===== config.mk =====
export PLATFORM = sky130hd
export DESIGN_NAME = pipe_stage_latch
export DESIGN_NICKNAME = d
export VERILOG_FILES = /design/src/rtl/pipe_stage_latch_pkg.sv /design/src/rtl/pipe_stage_latch_reg.sv /design/src/rtl/pipe_stage_latch.sv
export SDC_FILE = /design/constraint.sdc
export NUM_CORES = 1
export LEC_CHECK = 0
export CORE_MARGIN = 4
export CORE_UTILIZATION = 51
export CTS_CLUSTER_SIZE = 14
export DETAILED_ROUTE_END_ITERATION = 8
export PLACE_DENSITY = 0.85
export RECOVER_POWER = 100
export SLEW_MARGIN = 20
export SYNTH_ARGS = -nofsm -noshare
export SYNTH_HDL_FRONTEND = slang
export SYNTH_SLANG_ARGS = --single-unit
export TNS_END_PERCENT = 30

===== constraint.sdc =====
create_clock -name clock -period 2.2 [get_ports clock]
set_input_delay 0.33 -clock clock [delete_from_list [all_inputs] [get_ports clock]]
set_output_delay 0.33 -clock clock [all_outputs]
set_load 0.02 [all_outputs]

===== src/rtl/pipe_stage_latch_pkg.sv =====
// Shared processor definitions used by pipeline stage registers.
//   state_e    : occupancy state of a two-entry stage latch. The encoding is
//                the entry count, so the state register doubles as the
//                occupancy output and as the FSM debug view.
//   NOP_BUBBLE : default per-field value presented while a stage holds no
//                live entry (instruction NOP / zero PC).
package pipe_stage_latch_pkg;

  typedef enum logic [1:0] {
    ST_EMPTY = 2'd0,
    ST_ONE   = 2'd1,
    ST_FULL  = 2'd2
  } state_e;

  localparam logic [31:0] NOP_BUBBLE = 32'h0000_0000;

endpackage


===== src/rtl/pipe_stage_latch_reg.sv =====
// Generic enabled register with asynchronous active-low reset.
//   i_clk     : clock, rising edge
//   i_rst_n   : asynchronous active-low reset, loads RESET_VAL
//   i_en      : load enable
//   i_d       : next value
//   o_q       : registered value
module pipe_stage_latch_reg #(
  parameter int           W         = 32,
  parameter logic [W-1:0] RESET_VAL = '0
) (
  input  logic         i_clk,
  input  logic         i_rst_n,
  input  logic         i_en,
  input  logic [W-1:0] i_d,
  output logic [W-1:0] o_q
);

  always_ff @(posedge i_clk or negedge i_rst_n) begin
    if (!i_rst_n) begin
      o_q <= RESET_VAL;
    end else if (i_en) begin
      o_q <= i_d;
    end
  end

endmodule


===== src/rtl/pipe_stage_latch.sv =====
// Pipeline stage register with a skid entry, so that upstream sees a
// registered ready and still gets full throughput.
//   clock      : single clock, rising edge
//   clear_n    : asynchronous active-low reset
//   in_valid   : upstream offers in_data
//   in_ready   : stage accepts in_data (registered)
//   in_data    : NUM_FIELDS packed fields, field k at [k*WIDTH +: WIDTH]
//   out_valid  : out_data holds a live entry
//   out_ready  : downstream consumes out_data
//   out_data   : main register, or BUBBLE in every field when empty
//   flush      : synchronous kill of all held entries
//   occupancy  : held entries 0..2 (also the FSM state)
//
// Handshake: a transfer happens on a rising edge where valid and ready are
// both 1 on that side. valid never depends on ready. in_ready is a flop with
// no combinational path from out_ready; in FULL it is 0. A flush cycle
// accepts nothing upstream, but an output transfer in that cycle completes.
module pipe_stage_latch
  import pipe_stage_latch_pkg::*;
#(
  parameter int               WIDTH      = 32,
  parameter int               NUM_FIELDS = 4,
  parameter logic [WIDTH-1:0] BUBBLE     = WIDTH'(NOP_BUBBLE)
) (
  input  logic                        clock,
  input  logic                        clear_n,
  input  logic                        in_valid,
  output logic                        in_ready,
  input  logic [NUM_FIELDS*WIDTH-1:0] in_data,
  output logic                        out_valid,
  input  logic                        out_ready,
  output logic [NUM_FIELDS*WIDTH-1:0] out_data,
  input  logic                        flush,
  output logic [1:0]                  occupancy
);

  localparam int                DW         = NUM_FIELDS * WIDTH;
  localparam logic [DW-1:0]     BUBBLE_VEC = {NUM_FIELDS{BUBBLE}};

  state_e        r_state;
  state_e        w_next;
  logic          r_in_ready;
  logic          w_in_xfer;
  logic          w_out_xfer;
  logic          w_main_en;
  logic          w_skid_en;
  logic [DW-1:0] w_main_d;
  logic [DW-1:0] w_main_q;
  logic [DW-1:0] w_skid_q;

  // flush masks acceptance, so a discarded input never counts as a transfer.
  assign w_in_xfer  = in_valid & r_in_ready & ~flush;
  assign w_out_xfer = out_valid & out_ready;

  always_comb begin
    w_next    = r_state;
    w_main_en = 1'b0;
    w_skid_en = 1'b0;
    w_main_d  = in_data;
    case (r_state)
      ST_EMPTY: begin
        if (w_in_xfer) begin
          w_next    = ST_ONE;
          w_main_en = 1'b1;
        end
      end
      ST_ONE: begin
        if (w_in_xfer && w_out_xfer) begin
          w_main_en = 1'b1;
        end else if (w_in_xfer) begin
          // Main is still owed downstream; park the newcomer in skid.
          w_next    = ST_FULL;
          w_skid_en = 1'b1;
        end else if (w_out_xfer) begin
          w_next = ST_EMPTY;
        end
      end
      ST_FULL: begin
        if (w_out_xfer) begin
          w_next    = ST_ONE;
          w_main_en = 1'b1;
          w_main_d  = w_skid_q;
        end
      end
      default: begin
        w_next = ST_EMPTY;
      end
    endcase
    if (flush) begin
      w_next    = ST_EMPTY;
      w_main_en = 1'b0;
      w_skid_en = 1'b0;
    end
  end

  always_ff @(posedge clock or negedge clear_n) begin
    if (!clear_n) begin
      r_state    <= ST_EMPTY;
      r_in_ready <= 1'b1;
    end else begin
      r_state    <= w_next;
      // Ready is computed from the next state so it is valid from the flop.
      r_in_ready <= (w_next != ST_FULL);
    end
  end

  pipe_stage_latch_reg #(
    .W         (DW),
    .RESET_VAL (BUBBLE_VEC)
  ) u_main (
    .i_clk   (clock),
    .i_rst_n (clear_n),
    .i_en    (w_main_en),
    .i_d     (w_main_d),
    .o_q     (w_main_q)
  );

  pipe_stage_latch_reg #(
    .W         (DW),
    .RESET_VAL (BUBBLE_VEC)
  ) u_skid (
    .i_clk   (clock),
    .i_rst_n (clear_n),
    .i_en    (w_skid_en),
    .i_d     (in_data),
    .o_q     (w_skid_q)
  );

  assign in_ready  = r_in_ready;
  assign out_valid = (r_state != ST_EMPTY);
  assign out_data  = (r_state == ST_EMPTY) ? BUBBLE_VEC : w_main_q;
  assign occupancy = r_state;

endmodule


# Word level (Yosys, flattened, before mapping)
# Cells that the tools add are included.
[word_totals]
regBits = 259
latch_bits = 0
ramBits = 0
mem_bits_ro = 0
in_bits = 133
output_inout_bits = 132
elab_cells = 32
mem_count = 0
[classes]
add_sub_neg = 0
mul = 0
div = 0
magnitude_cmp = 0
n_eq_ne = 3
n_shift = 0
muxes = 18
bitwise = 4
reduce_logical = 3
[ops]
columns = ["op", "count"]
rows = [
  ["128-bit two-way mux", 3],
  ["2-bit two-way mux", 6],
  ["1-bit two-way mux", 7],
  ["2-bit one-hot mux with 3 select lines", 1],
  ["1-bit AND", 3],
  ["1-bit one-hot mux with 3 select lines", 1],
  ["2-bit by 1-bit == test with 1-bit output (second input constant)", 1],
  ["2-bit == test (second input constant)", 1],
  ["2-bit zero test", 1],
  ["2-bit != test (second input constant)", 1],
  ["2-bit nonzero test", 1],
  ["1-bit logical AND", 1],
  ["1-bit inverter", 1],
]

# Longest topological paths before layout
# Gate-level depths: netlist of the first run.
[logic_depth]
word_depth = 8
mapped_depth = 7
ltp_nobuf = 4

# By module
# From an unflattened synthesis of the first run, not the netlist that was laid out.
[hier_totals]
hier_cells = 843
area_unflattened_um2 = 12274.3
[modules_own_cells]
columns = ["mod", "n_inst", "cells_per_inst", "area_per_inst_um2", "seq_area_each_um2"]
rows = [
  ["pipe_stage_latch_reg", 2, 270, 4822.1, 3203.1],
  ["pipe_stage_latch", 1, 303, 2630.0, 76.3],
]

# Worst setup path after synthesis of the first run
# Ideal clock, no wire load.
[synth_path]
path_type = "register to output"
start = "register r_state[1] (netlist: occupancy[1])"
end = "output port out_data[100]"
arrival_time_ns = 1.504
required_time_ns = 1.870
slack_ns = 0.366
stages_incl_launch_ff = 6
n_path_buf = 3
path_cell_list = "dfrtp_1 > buf_2 > or2_2 > clkbuf_1 > clkbuf_1 > and2_1"
[synth_via]
elab_chain_cells = 2
[synth_rtl]
columns = ["element", "line_no", "rtl"]
rows = [
  ["start: declaration", "pipe_stage_latch.sv:40", "state_e r_state;"],
  ["start signal: assignment", "pipe_stage_latch.sv:101", "r_state <= w_next;"],
  ["2-bit zero test", "pipe_stage_latch.sv:131", "assign out_data = (r_state == ST_EMPTY) ? BUBBLE_VEC : w_main_q;"],
  ["128-bit two-way mux", "pipe_stage_latch.sv:131", ""],
  ["end: declaration", "pipe_stage_latch.sv:32", "output logic [NUM_FIELDS*WIDTH-1:0] out_data,"],
]
# Every way passes these cells.

# Worst setup path after layout of the first run
[layout_path]
start = "register r_state[0] (netlist: occupancy[0])"
end = "output port out_data[53]"
# Same word-level chain as after synthesis.

==> flow_summary.json, run 1 <==
{
  "path_cells": "or2_4 -> buf_12 -> and2_1 -> dlygate4sd2_1",
  "final-hold-violation-count": 0,
  "grt_pass1_vias": 9403,
  "cpPeakStageDelay_ns": 0.38,
  "final_max_slew_viol_count": 69,
  "drtIter0Drc": 605,
  "syn_avg_cell_area_um2": 10.27,
  "crit_buf_inv": 2,
  "hold_class": "in2reg",
  "cp_slowest_cell": "dfrtp_1",
  "dieArea_um2": 25240,
  "wl_per_cell_um": 17.87,
  "worst_hold_slack_ns": 0.3840,
  "skew_ns": 0.01060,
  "vdd_drop_max_mv": 0.5392,
  "synth_area_um2": 11610,
  "num-fill-cells": 1642,
  "die_w_um": 158.9,
  "crit_path_start_kind": "flip-flop",
  "synth_xor_area_frac": 0,
  "synthSimpleGateAreaFrac": 0.2023,
  "required_ns": 1.87,
  "synth_top_family_by_area": "simple AND/OR/NAND/NOR gates",
  "tritoncts": "yes",
  "fmax_mhz": 441.8,
  "pin_count": 265,
  "ys_seq_area_frac": 0.5584,
  "final_cell_mix": "nand2_1, dfrtp_1, clkdlybuf4s50_1",
  "grt_pass1_wl_um": 48950,
  "synth-seq-cells": 259,
  "numClockSinks": 259,
  "clock_path_buffers": 3,
  "holdCritStartpoint": "in_data[45]",
  "slew_headroom": -0.1262,
  "antenna_found_initial": 4,
  "routed-via-count": 9056,
  "gr-total-overflow": 0,
  "layout_min_cycle_time_ns": 2.263,
  "clock-root-buffer": "clkbuf_16",
  "clk_latency_ns": 0.52,
  "cts_inserted_buffers": 27,
  "setup.worst_path.end_class": "primary output",
  "r2r-start": "occupancy[1]",
  "coreArea_um2": 22090,
  "die_y_um": 158.9,
  "htreeDepth": 1,
  "fin_crit_sh": 1.029,
  "p_leak_nw": 6.687,
  "worst_slew_pin_slew_ns": 1.689,
  "grt_usage": 0.2315,
  "placed_area_um2": 14710,
  "fin_area_um2": 15280,
  "crit_fanout": 70,
  "grt_max_degree": 130,
  "clk_pin_slew_ns": 0.06,
  "synth_cells": 1130,
  "area_growth_pct": 31.67,
  "violations": "max-capacitance violations, max-slew violations, negative setup slack",
  "firstDrtPassIters": 5,
  "routed_wl_um": 29960,
  "numPortBuffers": 264,
  "setup_violations": 34,
  "core.rowCount": 54,
  "synth_compound_area_frac": 0.07286,
  "cts_setup_buffers": 0,
  "ant_nets": 0,
  "nets": 1509,
  "synthAdderAreaFrac": 0,
  "place.gp.congestion": 0.8084,
  "worst_slack_ns": -0.06340,
  "synth_mux_area_frac": 0.1242,
  "synth_nets": 1263,
  "worstSetupStartpoint": "occupancy[0]",
  "power_density_nw_per_um2": 886.5,
  "layout_commonest_cell": "nand2_1",
  "maxCapViolCount": 1,
  "rsz0062_at_grt": "yes",
  "arrival_ns": 1.93,
  "yosysUniqueCellTypes": 24,
  "dp_hpwl_um": 19660,
  "synth_warnings": 0,
  "path_class": "reg2out",
  "drc": 0,
  "drive_gt1_frac": 0.2134,
  "start_util": 0.5254,
  "path_delay_family": "buffers and inverters",
  "status": "finished, violations left",
  "final_util": 0.6918,
  "routed_via_density": 5.403
}
[kinds of logic (layout without fill, tap and decap cells)]
group	count (synthesis)	after routing
and+or+nand+nor	524	524
other	0	4
muxes	128	128
DFF	259	259
AOI/OAI and AO/OA	133	133
buffers and inverters	86	348
[power by group]
group,switching (mW),internal [mW],total (mW),leakage (nW)
Combinational,1.37,1.50,2.87,3.28
Sequential,0.580,5.89,6.47,3.01
Clock,1.82,2.39,4.21,0.393
[synth_stat cells (all sizes together)]
cell,count,area [um2]
or2,1,6.260
nor2,129,484.2
buf,48,347.8
inv,1,3.750
a21o,1,7.510
nand3,1,5.000
nor4b,1,23.77
and2,128,800.8
nand4b,1,8.760
nor2b,2,12.51
clkbuf,37,138.9
mux2,128,1441
nand3b,1,7.510
nand2,259,972.2
dfstp,1,26.28
nand4bb,1,27.53
o21ai,1,5.000
a31oi,130,828.3
dfrtp,258,6456
a21oi,1,5.000
[sequential cells by signal, summed over array words and instances (netlist names)]
| register | cells |
|---|---|
| in_ready | 1 |
| u_main.o_q | 128 |
| occupancy | 2 |
| u_skid.o_q | 128 |
[metrics by stage]
stage	power [mW]	setup TNS, ns	std cells	worst slack (ns)
final	13.55	-1.110	1676	-0.06340
after global routing	14.24	-5.898	1676	-0.1084
after CTS	13.67	-3.180	1672	-0.07782
after detailed placement	9.587	0	1626	0.03723
after global placement	9.397	0	1626	0.05949
after floorplan	8.168	0	1130	0.3656
[per-layer routing]
layer  routed length (um)  share of wire  up-vias  global-route usage
li1                     -              -     4254                   -
met1                11880           0.40     4466              0.2847
met2                15460           0.52      265              0.4048
met3                 1570          0.052       71             0.04329
met4                 1044          0.035        0             0.09467
met5                    0              0        -                   0
[layout make-up]
| cell class | instances | area, um2 | area share |
|---|---|---|---|
| Antenna cell | 4 | 10.01 | 0.0006549 |
| Clock buffer | 39 | 760.7 | 0.04977 |
| Clock inverter | 6 | 42.54 | 0.002783 |
| Inverter | 1 | 3.754 | 0.0002456 |
| Multi-Input combinational cell | 785 | 4646 | 0.3039 |
| Sequential cell | 259 | 6482 | 0.4241 |
| Tap cell | 280 | 350.3 | 0.02292 |
| Timing Repair Buffer | 302 | 2989 | 0.1956 |
[worst paths after layout]
| path | slack [ns] | cells past startpoint | endpoint |
|---|---|---|---|
| max | -0.06 | 4 | out_data[53] |
| max in group asynchronous | 0.32 | 3 | u_main.o_q[37] |
| min | 0.38 | 3 | u_main.o_q[45] |
| min reg2reg | 0.50 | 1 | u_skid.o_q[2] |
| min in group asynchronous | 0.79 | 2 | u_skid.o_q[123] |
| max reg2reg | 0.06 | 5 | u_main.o_q[23] |
[worst min-delay path, stage by stage]
cell and delay, ns:
clkdlybuf4s50_1 0.41, nand2_1 0.06, a31oi_1 0.07
[what timing repair did]
action | 4_1_cts | 5_1_grt
resized for setup | 272 | 43
hold buffers | 1 | 0
gates cloned | 0 | 0
setup endpoints to repair | 129 | 121
hold endpoints to repair | 65 | 0
Note: power is estimated with default switching activity, not from simulation.
==> run 2, diff against run 1 <==
--- a/config.mk
+++ b/config.mk
@@ -5,7 +5,6 @@
 export SDC_FILE = /design/constraint.sdc
 export NUM_CORES = 1
 export LEC_CHECK = 0
-export CORE_MARGIN = 4
 export CORE_UTILIZATION = 51
 export CTS_CLUSTER_SIZE = 14
 export DETAILED_ROUTE_END_ITERATION = 8
==> flow_summary.json, run 2 (synthesis gave the netlist of run 1 again) <==
{
  "ant_nets": 0,
  "htreeDepth": 1,
  "fin_area_um2": 14950,
  "grt_pass1_vias": 9277,
  "antenna_found_initial": 1,
  "final-hold-violation-count": 0,
  "maxCapViolCount": 0,
  "slew_headroom": 0.3043,
  "cts_inserted_buffers": 28,
  "cp_slowest_cell": "dfrtp_1",
  "tritoncts": "yes",
  "routed_via_density": 5.457,
  "crit_path_start_kind": "flip-flop",
  "numClockSinks": 259,
  "crit_fanout": 46,
  "gr-total-overflow": 0,
  "p_leak_nw": 6.758,
  "start_util": 0.5254,
  "drtIter0Drc": 468,
  "worst_slack_ns": 0.01232,
  "skew_ns": 0.01118,
  "routed-via-count": 9167,
  "dp_hpwl_um": 18670,
  "layout_min_cycle_time_ns": 2.188,
  "clk_latency_ns": 0.53,
  "drc": 0,
  "die_y_um": 152.9,
  "wl_per_cell_um": 17.31,
  "grt_usage": 0.2525,
  "pin_count": 265,
  "nets": 1514,
  "use_met2": 0.4235,
  "required_ns": 1.87,
  "status": "completed",
  "area_growth_pct": 28.80,
  "place.gp.congestion": 0.7656,
  "setup_violations": 0,
  "die_w_um": 152.9,
  "hold_class": "in2reg",
  "worst_slew_pin_slew_ns": 1.044,
  "setup.worst_path.end_class": "primary output",
  "power_density_nw_per_um2": 935.6,
  "num-fill-cells": 1639,
  "fmax_mhz": 457.1,
  "firstDrtPassIters": 5,
  "gr-usage-met1": 0.3242,
  "dieArea_um2": 23370,
  "numPortBuffers": 264,
  "clock-root-buffer": "clkbuf_16",
  "r2r_setup_slack_ns": 0.11,
  "path_class": "reg2out",
  "final_cell_mix": "nand2_1, dfrtp_1, clkdlybuf4s50_1",
  "routed_wl_um": 29070,
  "grt_max_degree": 130,
  "placed_area_um2": 14620,
  "busiest_layer": "met2",
  "clk_pin_slew_ns": 0.06,
  "rsz0062_at_grt": "yes",
  "path_cells": "or2_4 -> buf_12 -> and2_1 -> buf_2",
  "grt_pass1_wl_um": 47810,
  "coreArea_um2": 22090,
  "fin_crit_sh": 0.9944,
  "met3_usage": 0.04111,
  "arrival_ns": 1.86,
  "layout_commonest_cell": "nand2_1",
  "cpPeakStageDelay_ns": 0.43,
  "clock_path_buffers": 3,
  "core.rowCount": 54,
  "drive_gt1_frac": 0.2552,
  "final_max_slew_viol_count": 0,
  "place_ws_ns": -0.005545,
  "vdd_drop_max_mv": 0.5700
}
-- run 2: cell count changes in the layout (fill, tap and decap cells not counted), moves of 13 or more --
cell,delta
and2_1,-13
buf_4,+22
buf_2,+82
dlygate4sd2_1,-39
clkdlybuf4s15_2,-62
and2_4,+19
clkbuf_2,-15
-- run 2: per-layer routing --
layer  share of wire  vias up
met4           0.044        0
met5               0        -
li1                -     4270
met3           0.049       83
met2            0.50      302
met1            0.41     4512
-- run 2: final cells by class --
type | count | area, um2 | share of cell area
multi-input combinational | 786 | 4662 | 0.3118
timing repair buffer | 305 | 2515 | 0.1682
clock inverter | 11 | 108.9 | 0.007280
sequential | 259 | 6484 | 0.4336
tap | 280 | 350.3 | 0.02343
antenna | 1 | 2.502 | 0.0001674
clock buffer | 37 | 825.8 | 0.05523
inverter | 1 | 3.754 | 0.0002510
-- run 2: repair_timing --
| action | 4_1_cts | 5_1_grt |
|---|---|---|
| hold buffers | 1 | 0 |
| setup endpoints to repair | 129 | 112 |
| endpoints found under the hold margin | 64 | 0 |
| gates resized for setup | 457 | 102 |
| buffers inserted | 2 | 2 |
| gates cloned | 1 | 0 |
| pin swaps | 1 | 11 |
-- run 2: where the power goes --
| group | switching, mW | leakage, nW | internal (mW) |
|---|---|---|---|
| logic | 1.37 | 3.27 | 1.45 |
| clock network | 1.85 | 0.473 | 2.84 |
| registers | 0.590 | 3.01 | 5.89 |
| total | 3.81 | 6.76 | 10.2 |
-- run 2: stage by stage --
| stage | hold slack (ns) | TNS (ns) | std cells | total power, mW | util |
|---|---|---|---|---|---|
| final | 0.3805 | 0 | 1680 | 13.99 | 0.6767 |
| after global routing | 0.3752 | -3.761 | 1680 | 14.66 | 0.6767 |
| after CTS | 0.3616 | -1.919 | 1678 | 14.06 | 0.6848 |
| after detailed placement | 0.3485 | -0.005545 | 1626 | 9.556 | 0.6617 |
| after global placement | 0.3430 | 0 | 1626 | 9.372 | 0.6617 |
| after floorplan | 0.03441 | 0 | 1130 | 8.168 | - |
-- run 2: worst max-delay path, delay by kind of cell (launching register included) --
family	cells	cell delay, ns
and+or+nand+nor	2	0.52
buffers and inverters	2	0.35
DFF	1	0.43
-- run 2: worst paths after layout --
| check | start | depth (start not counted) | endpoint |
|---|---|---|---|
| worst max-delay path | occupancy[1] | 4 | out_data[53] |
| worst min-delay path | in_data[114] | 3 | u_main.o_q[114] |
| worst max register to register | occupancy[1] | 7 | u_main.o_q[108] |
| worst min register to register | u_skid.o_q[6] | 1 | u_skid.o_q[6] |
| max in group asynchronous | clear_n | 3 | u_main.o_q[68] |
| min in group asynchronous | clear_n | 2 | u_main.o_q[1] |
